$ cat src/rtl/if_queue_pkg.sv
// Shared constants and types for the instruction-fetch queue.
//   XLEN_WIDTH : width of PC and instruction words.
//   INST_NOP   : instruction word presented to decode when the queue is empty
//                (RV32I canonical NOP, addi x0, x0, 0).
//   entry_t    : one queue slot, {pc, inst}.
package if_queue_pkg;

    localparam int unsigned XLEN_WIDTH = 32;

    localparam logic [XLEN_WIDTH-1:0] INST_NOP = 32'h0000_0013;

    typedef struct packed {
        logic [XLEN_WIDTH-1:0] pc;
        logic [XLEN_WIDTH-1:0] inst;
    } entry_t;

endpackage

$ cat src/rtl/if_queue.sv
// Instruction queue between fetch and decode.
// Ports:
//   clk, rst_n           : clock, synchronous active-low reset
//   in_valid/in_ready    : fetch-side handshake; in_pc/in_inst are the offered entry
//   out_valid/out_ready  : decode-side handshake; out_pc/out_inst show the head entry
//   flush                : drop every entry at the next edge (redirect / mispredict)
//   count                : number of valid entries, 0..DEPTH
// in_ready depends only on the registered count, so a full queue never accepts in
// the same cycle it is popped. Outputs come from storage only (no in->out bypass).
module if_queue
    import if_queue_pkg::*;
#(
    parameter int unsigned DEPTH = 4
) (
    input  logic                   clk,
    input  logic                   rst_n,
    input  logic                   in_valid,
    input  logic [XLEN_WIDTH-1:0]  in_pc,
    input  logic [XLEN_WIDTH-1:0]  in_inst,
    output logic                   in_ready,
    output logic                   out_valid,
    output logic [XLEN_WIDTH-1:0]  out_pc,
    output logic [XLEN_WIDTH-1:0]  out_inst,
    input  logic                   out_ready,
    input  logic                   flush,
    output logic [$clog2(DEPTH):0] count
);

    localparam int unsigned PtrW = $clog2(DEPTH);
    localparam logic [PtrW:0] CountFull = (PtrW + 1)'(DEPTH);

    // Storage is never cleared; head/tail/count alone define which slots are live.
    entry_t mem_q [DEPTH];

    logic [PtrW-1:0] head_q, head_d;
    logic [PtrW-1:0] tail_q, tail_d;
    logic [PtrW:0]   count_q, count_d;
    logic            push;
    logic            pop;

    assign in_ready  = (count_q != CountFull);
    assign out_valid = (count_q != '0);
    assign count     = count_q;

    assign push = in_valid && in_ready && !flush;
    assign pop  = out_valid && out_ready && !flush;

    // DEPTH is a power of two, so pointer increments wrap naturally.
    always_comb begin
        head_d  = head_q;
        tail_d  = tail_q;
        count_d = count_q;
        if (flush) begin
            head_d  = '0;
            tail_d  = '0;
            count_d = '0;
        end else begin
            if (push) tail_d = tail_q + 1'b1;
            if (pop)  head_d = head_q + 1'b1;
            case ({push, pop})
                2'b10:   count_d = count_q + 1'b1;
                2'b01:   count_d = count_q - 1'b1;
                default: count_d = count_q;
            endcase
        end
    end

    always_ff @(posedge clk) begin
        if (!rst_n) begin
            head_q  <= '0;
            tail_q  <= '0;
            count_q <= '0;
        end else begin
            head_q  <= head_d;
            tail_q  <= tail_d;
            count_q <= count_d;
        end
    end

    always_ff @(posedge clk) begin
        if (push) begin
            mem_q[tail_q].pc   <= in_pc;
            mem_q[tail_q].inst <= in_inst;
        end
    end

    always_comb begin
        out_pc   = '0;
        out_inst = INST_NOP;
        if (out_valid) begin
            out_pc   = mem_q[head_q].pc;
            out_inst = mem_q[head_q].inst;
        end
    end

endmodule
$ cat config.mk
export PLATFORM = sky130hd
export DESIGN_NAME = if_queue
export DESIGN_NICKNAME = d
export VERILOG_FILES = /design/src/rtl/if_queue_pkg.sv /design/src/rtl/if_queue.sv
export SDC_FILE = /design/constraint.sdc
export NUM_CORES = 1
export LEC_CHECK = 0
export CORE_AREA = 2 2 115 173
export DETAILED_ROUTE_END_ITERATION = 8
export DIE_AREA = 0 0 117 175
export GPL_TIMING_DRIVEN = 0
export PLACE_DENSITY = 0.83
export RECOVER_POWER = 50
export SLEW_MARGIN = 0
export SYNTH_ARGS = -nofsm -noshare
export SYNTH_HDL_FRONTEND = slang
export SYNTH_SLANG_ARGS = --single-unit
$ cat constraint.sdc
create_clock -name clk -period 3.9 [get_ports clk]
set_input_delay 0.585 -clock clk [delete_from_list [all_inputs] [get_ports clk]]
set_output_delay 0.585 -clock clk [all_outputs]
set_load 0.005 [all_outputs]
; ---- After elaboration in Yosys (flattened, before gate mapping)
; Memory sizes are Yosys's and may differ from the RTL's. A register that Yosys moved wholly into a read port is not among the register bits.
; Index checks and enable logic that the tools add are counted.
[op_classes]
n_mux = 7
bitwise = 1
add_sub_neg = 4
eq_ne = 3
n_reduce_logical = 8
[ops]
columns = operator, count
row1 = 32-bit two-way mux, 2
row2 = 3-bit one-hot mux with 2 select lines, 1
row3 = "2-bit by 1-bit adder with 2-bit output, second input constant", 2
row4 = 1-bit logical AND, 4
row5 = 2-bit two-way mux, 2
row6 = "3-bit by 1-bit adder with 3-bit output, second input constant", 1
row7 = "3-bit != test, second input constant", 1
row8 = 3-bit nonzero test, 1
row9 = "3-bit by 1-bit subtractor with 3-bit output, second input constant", 1
row10 = "2-bit by 1-bit == test with 1-bit output, second input constant", 1
row11 = "2-bit == test, second input constant", 1
row12 = 1-bit two-way mux, 2
row13 = 2-bit nonzero test, 1
row14 = 2-bit OR reduction, 1
row15 = 1-bit zero test, 1
row16 = 1-bit NOT, 1
[word_totals]
inputBits = 69
mem_bits_rw = 256
out_inout_bits = 69
memories = 1
wordCells = 27
register_bits = 7
[memory_table]
columns = name, depth, word_bits, rd, rd_clocked_by_memory_dff, wr, line_no
row1 = mem_q, 4, 64, 1, 1, 1, if_queue.sv:33  ; entry_t mem_q [DEPTH];

; ---- Depth between registers and ports, before layout
; Gate-level depths: netlist (run 1).
[logic_depth]
depth_word = 5
mapped_depth = 10
ltp_nobuf = 9

; ---- Worst setup path after synthesis (run 1)
; No wires, ideal clock.
[synth_timing]
path_kind = in2reg
startpoint = input port in_valid
endpoint = memory mem_q[0][0] in the netlist's numbering (enable)
n_path_buf = 0
required_ns = 3.471
cell_stages = 2
t_arrival_ns = 2.498
setup_ns = 0.429
path_slack_ns = 0.973
cell_sequence = nor2b_1 and3_1
[synth_via]
elab_chain_cells = 4
[synth_rtl]
columns = element, line_no
row1 = start: declaration, if_queue.sv:17  ; input logic in_valid,
row2 = 1-bit logical AND (2 in series), if_queue.sv:45  ; assign push = in_valid && in_ready && !flush;
row3 = 1-bit two-way mux, if_queue.sv:81  ; if (push) begin
row4 = 1-bit two-way mux (implied by the code), if_queue.sv:83  ; mem_q[tail_q].inst <= in_inst;
row5 = end: declaration, if_queue.sv:33
; No other way between the ends.

; ---- Final worst setup path (run 1)
[layout_timing]
startpoint = input port flush
endpoint = memory mem_q[0][3] in the netlist's numbering (enable)
[layout_via]
elab_chain_cells = 4
[layout_rtl]
columns = element, line_no
row1 = start: declaration, if_queue.sv:25  ; input logic flush,
row2 = 1-bit zero test, if_queue.sv:45
row3 = 1-bit logical AND, if_queue.sv:45
row4 = 1-bit two-way mux, if_queue.sv:81
row5 = 1-bit two-way mux (implied by the code), if_queue.sv:83
; No other way between the ends.

==> results of run 1 <==
## report_power, final
group	total, uW	internal [uW]	leakage (uW)	switching (uW)
Clock	2310	1350	0.000367	960
Combinational	249	140	0.00130	109
Sequential	3170	3160	0.00240	10.8
## state kept, by name, indices dropped and copies added, names as in the netlist, named ones only
register  flops
tail_q        2
mem_q       256
count         3
head_q        2
## layout make-up
cell class	instances	area, sq um	share of cell area
Timing Repair Buffer	141	1459	0.1140
Clock inverter	10	133.9	0.01046
Multi-Input combinational cell	167	2140	0.1672
Antenna cell	3	7.507	0.0005866
Sequential cell	265	7868	0.6148
Clock buffer	32	639.4	0.04996
Buffer	22	203.9	0.01594
Inverter	7	26.28	0.002053
Tap cell	256	320.3	0.02503
## kinds of logic (layout without fill, tap and decap cells)
group / count (synthesis) / count (layout) / share of synthesized area
DFF: 265 / 265 / 0.7693
and+or+nand+nor: 85 / 85 / 0.05102
adders and majority gates: 6 / 6 / 0.008074
AOI/OAI and AO/OA: 9 / 9 / 0.005628
other: 0 / 3 / 0
muxes: 64 / 64 / 0.1409
xor gates and xnor gates: 3 / 3 / 0.002570
buffers and inverters: 29 / 212 / 0.02251
## per-layer routing
layer | global-route usage | share of wire | vias up | wire length (um)
met5 | 0 | 0.00084 | - | 16
met4 | 0.05294 | 0.017 | 2 | 329
met3 | 0.03052 | 0.050 | 26 | 952
met2 | 0.3430 | 0.57 | 136 | 10750
met1 | 0.2401 | 0.37 | 2561 | 6935
li1 | - | - | 2204 | -
## cell usage in the layout (no fill, tap or decap), types with 2 or more instances in the layout
cell type	Yosys	layout
and3_1	4	2
buf_12	6	9
ha_1	5	5
clkinvlp_4	0	3
edfxtp_1	256	256
clkbuf_8	0	3
dfxtp_1	9	9
o21ai_0	2	2
inv_1	7	7
dlygate4sd3_1	0	67
and2_1	61	61
bufinv_16	0	3
nor2b_1	2	2
nor2_1	6	6
diode_2	0	3
clkbuf_1	7	13
buf_6	2	2
buf_2	6	6
clkinv_1	0	2
clkbuf_16	0	23
or2_1	3	3
xor2_1	3	3
and3_4	0	2
or3_1	2	2
mux4_2	64	64
a21oi_1	4	4
clkdlybuf4s50_1	0	70
## per-stage QoR
stage          total power, uW  area (sq um)
2_1_floorplan             3328         10230
3_3_place_gp              3484         11920
3_5_place_dp              3501         12030
4_1_cts                   5789         12800
5_1_grt                   5891         12790
6_report                  5732         12800
## final timing paths
| kind | start | endpoint | cells past startpoint |
|---|---|---|---|
| worst max-delay path | flush | mem_q[0][3] | 4 |
| worst min-delay path | head_q[1] | flip-flop | 2 |
| worst max register to register | count[0] | mem_q[0][3] | 4 |
| worst min register to register | head_q[1] | flip-flop | 2 |
## worst register-to-register path: stages (launching register included)
cell and delay (ns):
dfxtp_1 0.46, or3b_1 0.17, buf_6 0.13, and3_1 1.27, buf_12 0.35
==> metrics.yaml, run 1 <==
fin_cells: 903
syn_area_sq_mm: 0.01023
cts.sinks: 265
finalSetupTns_ns: 0
holdWs_ns: 0.5037
synthFlopType: "edfxtp_1"
cp_top_family: "simple AND/OR/NAND/NOR gates"
fmax_mhz: 316.7
ctsHoldBuffers: 0
final.setup.worst_slack_ns: 0.7421
fin_crit_sh: 0.8097
ys_seq_area_frac: 0.7693
cts_tree: "yes"
drtIter0Drc: 293
wl_per_cell_um: 21.03
slew-limit-headroom: -0.1124
avgSynthCellArea_sq_um: 22.19
grt_max_degree: 38
numCtsBuffers: 23
leakage_uw: 0.004068
fill_cells: 1243
cts.clk_slew.worst_paths_ns: 0.07
async_flop_share: 0
final_hold_viol_count: 0
area_growth_pct: 25.13
synthDominantCellAreaShare: 0.7517
grt_pass1_wl_mm: 29.36
synthTopCellsByArea: "edfxtp_1, mux4_2, and2_1, dfxtp_1, buf_12"
ant_nets: 0
grt_pass1_vias: 5280
place_inst: 858
grtUsageTotal: 0.1916
root_buffer: "clkbuf_16"
core_sq_mm: 0.01901
fp.dieArea_sq_mm: 0.02048
routed_via_density: 5.458
fin_crit_ns: 3.158
powerDensity_mw_per_mm2: 447.9
cts_buffer_depth: 3
r2r_slack_ns: 1.19
drc: 0
synth.distinct_cells: 30
fp.dieH_um: 175
path_class: "primary input to flip-flop"
clk-insertion-delay-late_ns: 0.51
vias: 4929
endpoint_kind: "flip-flop"
synth_common_cells: "edfxtp_1, mux4_2, and2_1"
drv_cap: 2
gr-total-overflow: 0
start_util: 0.5381
yosysTopAreaCell: "edfxtp_1"
dr.pass1.iters: 4
yosysMostFrequentCell: "edfxtp_1"
antenna_found_initial: 4
drive_gt1_frac: 0.1894
yosys_warnings: 0
cp_slowest_stage_delay_ns: 1.36
path_buf_inv: 2
die_w_um: 117
rsz0062_at_grt: "no"
drt-total-wl_mm: 18.99
path_cells: "dlygate4sd3_1 -> nor2b_1 -> and3_1 -> buf_12"
synth_nets: 536
cp.required_ns: 4.08
slowest_stage: "and3_1"
place_hpwl_mm: 12.24
setup_viol: 0
htree_levels: 1
synth_edf_count: 256
cts_resized: 0
ys_seq_elements: 265
post-route-util: 0.6733
rows: 62
skew_ns: 0.01495
violations: "capacitance limit, slew limit"
status: "finished with violations"
worst_setup_path_start_kind: "primary input"
peakVddDrop_mv: 0.4128
num_io_pins: 138
pre_cts_slack_ns: 0.9908
cts_setup_buffers: 0
drv_slew: 59
syn_inst: 461
portBuffers: 137
worstHoldPathType: "flip-flop to flip-flop"
gp_congestion: 0.7111
fin_nets: 702
crit_fanout: 34
worstMarginPinSlew_ns: 1.669
cp.arrival_ns: 3.34
(Power assumes the default switching activity.)
==> inputs of run 2 (changes only) <==
- CORE_AREA: 2 2 115 173 -> 2 2 121 182
- DIE_AREA: 0 0 117 175 -> 0 0 123 184
- PLACE_DENSITY: 0.83 -> 0.8
- clock period: 3.9 -> 2.61 ns (I/O delays scaled with it)
==> run 2 against run 1 <==
  * The flow now finishes without violations
  * Non-clock buffer count increased by 25
  * Total power rose by 45%
  * Via count rose by 2.5%
  * Critical endpoint is now out_inst[24]
  * Final cell count up 4.0%
  * Highest routed layer unchanged
==> metrics.yaml, run 2 (synthesized netlist as in run 1, its figures left out) <==
area_growth_pct: 28.99  # was 25.13%
finalSetupTns_ns: 0  # unchanged
powerDensity_mw_per_mm2: 628.9  # was 447.9 mW/mm^2
drv_cap: 0  # was 2
ant_nets: 0  # unchanged
place_hpwl_mm: 12.24  # about the same
crit_fanout: 6  # was 34
grtUsageTotal: 0.1833  # was 0.1916
dr.pass1.iters: 4  # unchanged
start_util: 0.4874  # was 0.5381
r2r-start: "count[0]"  # unchanged
top_register: "mem_q"  # unchanged
fmax_mhz: 384.1
cts_tree: "yes"  # unchanged
gr-total-overflow: 0  # unchanged
htree_levels: 1  # unchanged
worstMarginPinSlew_ns: 0.6987  # was 1.669 ns
rsz0062_at_grt: "yes"  # was no
drt-total-wl_mm: 20.03  # was 18.99 mm
reg2reg_depth: 10  # was 4
path_class: "flip-flop to primary output"  # was primary input to flip-flop
fill_cells: 1450  # was 1,243
fp.dieArea_sq_mm: 0.02263  # was 0.02048 sq mm
drive_gt1_frac: 0.3114  # was 0.1894
num_io_pins: 138  # unchanged
worstHoldPathType: "flip-flop to flip-flop"  # unchanged
routed_via_density: 5.382  # was 5.458
cts.sinks: 265  # unchanged
final_hold_viol_count: 0  # unchanged
numCtsBuffers: 24  # was 23
clk-insertion-delay-late_ns: 0.50  # was 0.51 ns
peakVddDrop_mv: 0.5913  # was 0.4128 mV
setup_viol: 0  # unchanged
drv_slew: 0  # was 59
drtIter0Drc: 238  # was 293
leakage_uw: 0.004462  # was 0.004068 uW
grt_pass1_wl_mm: 31.08  # was 29.36 mm
r2r_slack_ns: 0.07  # was 1.19 ns
largest_register_ffs: 256  # unchanged
die_w_um: 123  # was 117 um
wl_per_cell_um: 21.33  # was 21.03 um
endpoint_kind: "primary output"  # was flip-flop
drc: 0  # unchanged
antenna_found_initial: 4  # unchanged
cp.arrival_ns: 2.21  # was 3.34 ns
skew_ns: 0.01384  # was 0.01495 ns
fin_crit_sh: 0.9975
endpoint: "out_inst[24]"  # was mem_q[0][3]
fp.dieH_um: 184  # was 175 um
post-route-util: 0.6287  # was 0.6733
status: "finished clean"  # was finished with violations
fin_nets: 728  # was 702
final_common_cell: "edfxtp_1"  # unchanged
root_buffer: "clkbuf_16"  # unchanged
slew-limit-headroom: 0.5342  # was -0.1124
finalPower_uw: 8297  # was 5732 uW
final_cell_mix: "edfxtp_1, mux4_2, dlygate4sd3_1"  # was edfxtp_1, clkdlybuf4s50_1, dlygate4sd3_1
cp.required_ns: 2.22  # was 4.08 ns
cts_buffer_depth: 3  # unchanged
cts.clk_slew.worst_paths_ns: 0.06  # was 0.07 ns
portBuffers: 137  # unchanged
pre_cts_slack_ns: -0.05061  # was 0.9908 ns
grt_pass1_vias: 5581  # was 5,280
final.setup.worst_slack_ns: 0.006490  # was 0.7421 ns
fin_crit_ns: 2.604
worst_setup_path_start_kind: "flip-flop"  # was primary input
rows: 65  # was 62
core_sq_mm: 0.02098  # was 0.01901 sq mm
vias: 5054  # was 4,929
grt_max_degree: 46  # was 38
gp_congestion: 0.6866  # was 0.7111
regToRegEndpoint: "count[2]"  # was mem_q[0][3]
-- run 2: metrics by stage --
step	instances	hold slack [ns]	instance area, sq um
after floorplan	461	0.4591	10230
after global routing	938	0.5773	13190
final	939	0.5167	13190
after CTS	937	0.4920	13230
after detailed placement	870	0.5136	12060
after global placement	866	0.4722	11940
-- run 2: routing by layer --
layer / vias to the layer above / part of all wire / track usage
met5: - / 0.00065 / 0
met4: 2 / 0.023 / 0.05818
met3: 36 / 0.052 / 0.03381
met2: 155 / 0.56 / 0.3330
met1: 2604 / 0.36 / 0.2182
li1: 2257 / - / -
-- run 2: how the worst min path moves through the flow --
stage	slack [ns]	endpoint	startpoint	cells past startpoint
2_1_floorplan	0.46	flip-flop	head_q[1]	2
3_3_place_gp	0.47	head_q[1]	head_q[1]	2
3_5_place_dp	0.51	head_q[1]	head_q[1]	2
4_1_cts	0.49	mem_q[0][63]	in_pc[31]	1
5_1_grt	0.58	mem_q[1][29]	in_inst[29]	1
6_report	0.52	flip-flop	head_q[1]	2
-- run 2: what timing repair did --
action                     CTS  global route
cloned                       7             0
pin swaps                    8             0
setup endpoints to repair   65            52
resized for setup          239             8
hold endpoints to repair     0             0
setup buffers               20             1
hold buffers                 0             0
-- run 2: area by class of cell --
| cell class | count | area (sq um) | share of cell area |
|---|---|---|---|
| Buffer | 21 | 215.2 | 0.01631 |
| Clock inverter | 7 | 46.29 | 0.003509 |
| Tap cell | 268 | 335.3 | 0.02542 |
| Timing Repair Buffer | 167 | 1800 | 0.1365 |
| Antenna cell | 3 | 7.507 | 0.0005690 |
| Sequential cell | 265 | 7874 | 0.5968 |
| Inverter | 7 | 26.28 | 0.001992 |
| Clock buffer | 34 | 659.4 | 0.04998 |
| Multi-Input combinational cell | 167 | 2228 | 0.1689 |
-- run 2: critical path: stages (launching register included) --
cell and delay [ns]:
dfxtp_4 0.35, buf_6 0.15, buf_12 0.14, buf_6 0.09, buf_6 0.10, buf_16 0.12, mux4_2 0.50, and2_4 0.16
buf_6 0.11
-- run 2: report_power, final --
part           switching [uW]  total, uW  internal, uW  leakage (uW)
sequential               16.3       4740          4730       0.00240
combinational             174        396           223       0.00172
clock                    1400       3160          1760      0.000342
==> inputs of run 3 (changes only) <==
- CTS_CLUSTER_SIZE: unset -> 12
==> run 3 against run 2 <==
  * Worst hold slack gained 0.017 ns
  * Design area fell by 1.0%
  * Total power increased by 1.4%
  * Register-to-register slack better by 0.05 ns
  * Sequential share of layout area increased by 0.62 points
  * Combinational power is 5% lower
  * Largest cell class unchanged
  * Highest routed layer unchanged
==> metrics.yaml, run 3 (synthesized netlist as in run 1, its figures left out) <==
cts.sinks: 265  # unchanged
hold_end: "head_q[1]"
powerDensity_mw_per_mm2: 644.6  # was 628.9 mW/mm^2
cts_tree: "yes"  # unchanged
reg2reg_depth: 10  # unchanged
post-route-util: 0.6223  # was 0.6287
grt.busiest_layer: "met2"  # unchanged
cp.arrival_ns: 2.17  # was 2.21 ns
rows: 65  # unchanged
fp.dieH_um: 184  # unchanged
die_w_um: 123  # unchanged
start_util: 0.4874  # unchanged
worst_setup_path_start_kind: "flip-flop"  # unchanged
drc: 0  # unchanged
final_common_cell: "edfxtp_1"  # unchanged
wl_per_cell_um: 21.10  # was 21.33 um
drtIter0Drc: 302  # was 238
met3_usage: 0.03257  # was 0.03381
largest_register_ffs: 256  # unchanged
rsz0062_at_grt: "yes"  # unchanged
fill_cells: 1472  # was 1,450
cts.clk_slew.worst_paths_ns: 0.06  # about the same
area_growth_pct: 27.67  # was 28.99%
drt-total-wl_mm: 19.54  # was 20.03 mm
grt_pass1_wl_mm: 29.98  # was 31.08 mm
pre_cts_slack_ns: -0.05061  # unchanged
dr.pass1.iters: 4  # unchanged
num_io_pins: 138  # unchanged
vias: 4922  # was 5,054
fin_nets: 717  # was 728
drv_cap: 0  # unchanged
leakage_uw: 0.004436  # was 0.004462 uW
r2r_slack_ns: 0.12  # was 0.07 ns
htree_levels: 1  # unchanged
grtUsageTotal: 0.1761  # was 0.1833
final_cell_mix: "edfxtp_1, mux4_2, dlygate4sd3_1"  # unchanged
fp.dieArea_sq_mm: 0.02263  # unchanged
regToRegEndpoint: "count[2]"  # unchanged
met2_usage: 0.3136  # was 0.3330
final_hold_viol_count: 0  # unchanged
holdWs_ns: 0.5341  # was 0.5167 ns
cts_buffer_depth: 3  # unchanged
root_buffer: "clkbuf_16"  # unchanged
worstHoldStart: "head_q[1]"  # unchanged
fmax_mhz: 389.7  # was 384.1 MHz
drive_gt1_frac: 0.2477  # was 0.3114
top_register: "mem_q"  # unchanged
placed_cell_area_sq_mm: 0.01206  # unchanged
fin_cells: 926  # was 939
final_area_sq_mm: 0.01306  # was 0.01319 sq mm
gp_congestion: 0.6866  # unchanged
r2r-start: "count[2]"  # was count[0]
skew_ns: 0.01188  # was 0.01384 ns
grt_pass1_vias: 5537  # was 5,581
worstMarginPinSlew_ns: 1.123  # was 0.6987 ns
multi_input_area_sq_mm: 0.002195  # was 0.002228 sq mm
final.setup.worst_slack_ns: 0.04394  # was 0.006490 ns
portBuffers: 137  # unchanged
fin_crit_ns: 2.566  # was 2.604 ns
use_met1: 0.2103  # was 0.2182
slew-limit-headroom: 0.2514  # was 0.5342
numCtsBuffers: 26  # was 24
grt_max_degree: 46  # unchanged
routed_via_density: 5.315  # was 5.382
setup_viol: 0  # unchanged
place_inst: 870  # unchanged
crit_fanout: 6  # unchanged
holdPathStages: 2  # unchanged
fin_crit_sh: 0.9832  # was 0.9975
final-seq-area_sq_mm: 0.007874  # unchanged
place_hpwl_mm: 12.24  # unchanged
peakVddDrop_mv: 0.4689  # was 0.5913 mV
ctsHoldBuffers: 0  # unchanged
status: "finished clean"  # unchanged
ant_nets: 0  # unchanged
drv_slew: 0  # unchanged
antenna_found_initial: 5  # was 4
cp.required_ns: 2.22  # about the same
endpoint_kind: "primary output"  # unchanged
core_sq_mm: 0.02098  # unchanged
worstHoldPathType: "flip-flop to flip-flop"  # unchanged
path_class: "flip-flop to primary output"  # unchanged
clk-insertion-delay-late_ns: 0.51  # was 0.50 ns
gr-total-overflow: 0  # unchanged
run 3: per-layer routing:
metal	vias to the layer above	wire length, um
met5	-	13
met4	2	452
li1	2226	-
met1	2535	7383
met3	34	922
met2	125	10770
run 3: worst max-delay path by stage:
stage | end | slack, ns | start | cells past startpoint
after global placement | mem_q[0][25] | -0.47 | flush | 3
after global routing | out_pc[12] | -0.03 | flip-flop | 6
after floorplan | count[2] | 0.32 | count[2] | 10
after detailed placement | count[2] | -0.05 | flush | 10
final | out_pc[12] | 0.04 | flip-flop | 6
after CTS | out_inst[8] | -0.13 | flip-flop | 5
run 3: through the flow:
step | total power [uW] | setup TNS [ns]
after floorplan | 4971 | 0
after global placement | 5204 | -117.20
after detailed placement | 5232 | -0.05061
after CTS | 8494 | -0.2463
after global routing | 8669 | -0.2899
final | 8417 | 0
run 3: critical path, stage by stage (launching register included):
cell           delay (ns)
dfxtp_4              0.37
buf_12               0.14
buf_8                0.11
buf_16               0.11
mux4_2               0.48
and2_1               0.18
dlygate4sd2_1        0.26
run 3: cell type report:
cell class	instances	share of cell area
Multi-Input combinational cell	167	0.1681
Timing Repair Buffer	153	0.1239
Inverter	7	0.002012
Antenna cell	4	0.0007666
Buffer	22	0.01945
Clock inverter	3	0.0009582
Sequential cell	265	0.6030
Tap cell	268	0.02568
Clock buffer	37	0.05615
run 3: repair_timing:
action / CTS / global route
setup endpoints to repair: 65 / 20
resized for setup: 95 / 50
gates cloned: 3 / 0
buffers inserted: 5 / 4
pin swaps: 0 / 7
run 3: power by group:
group	switching (uW)	internal [uW]
clock	1380	1920
sequential	15.9	4730
combinational	166	210
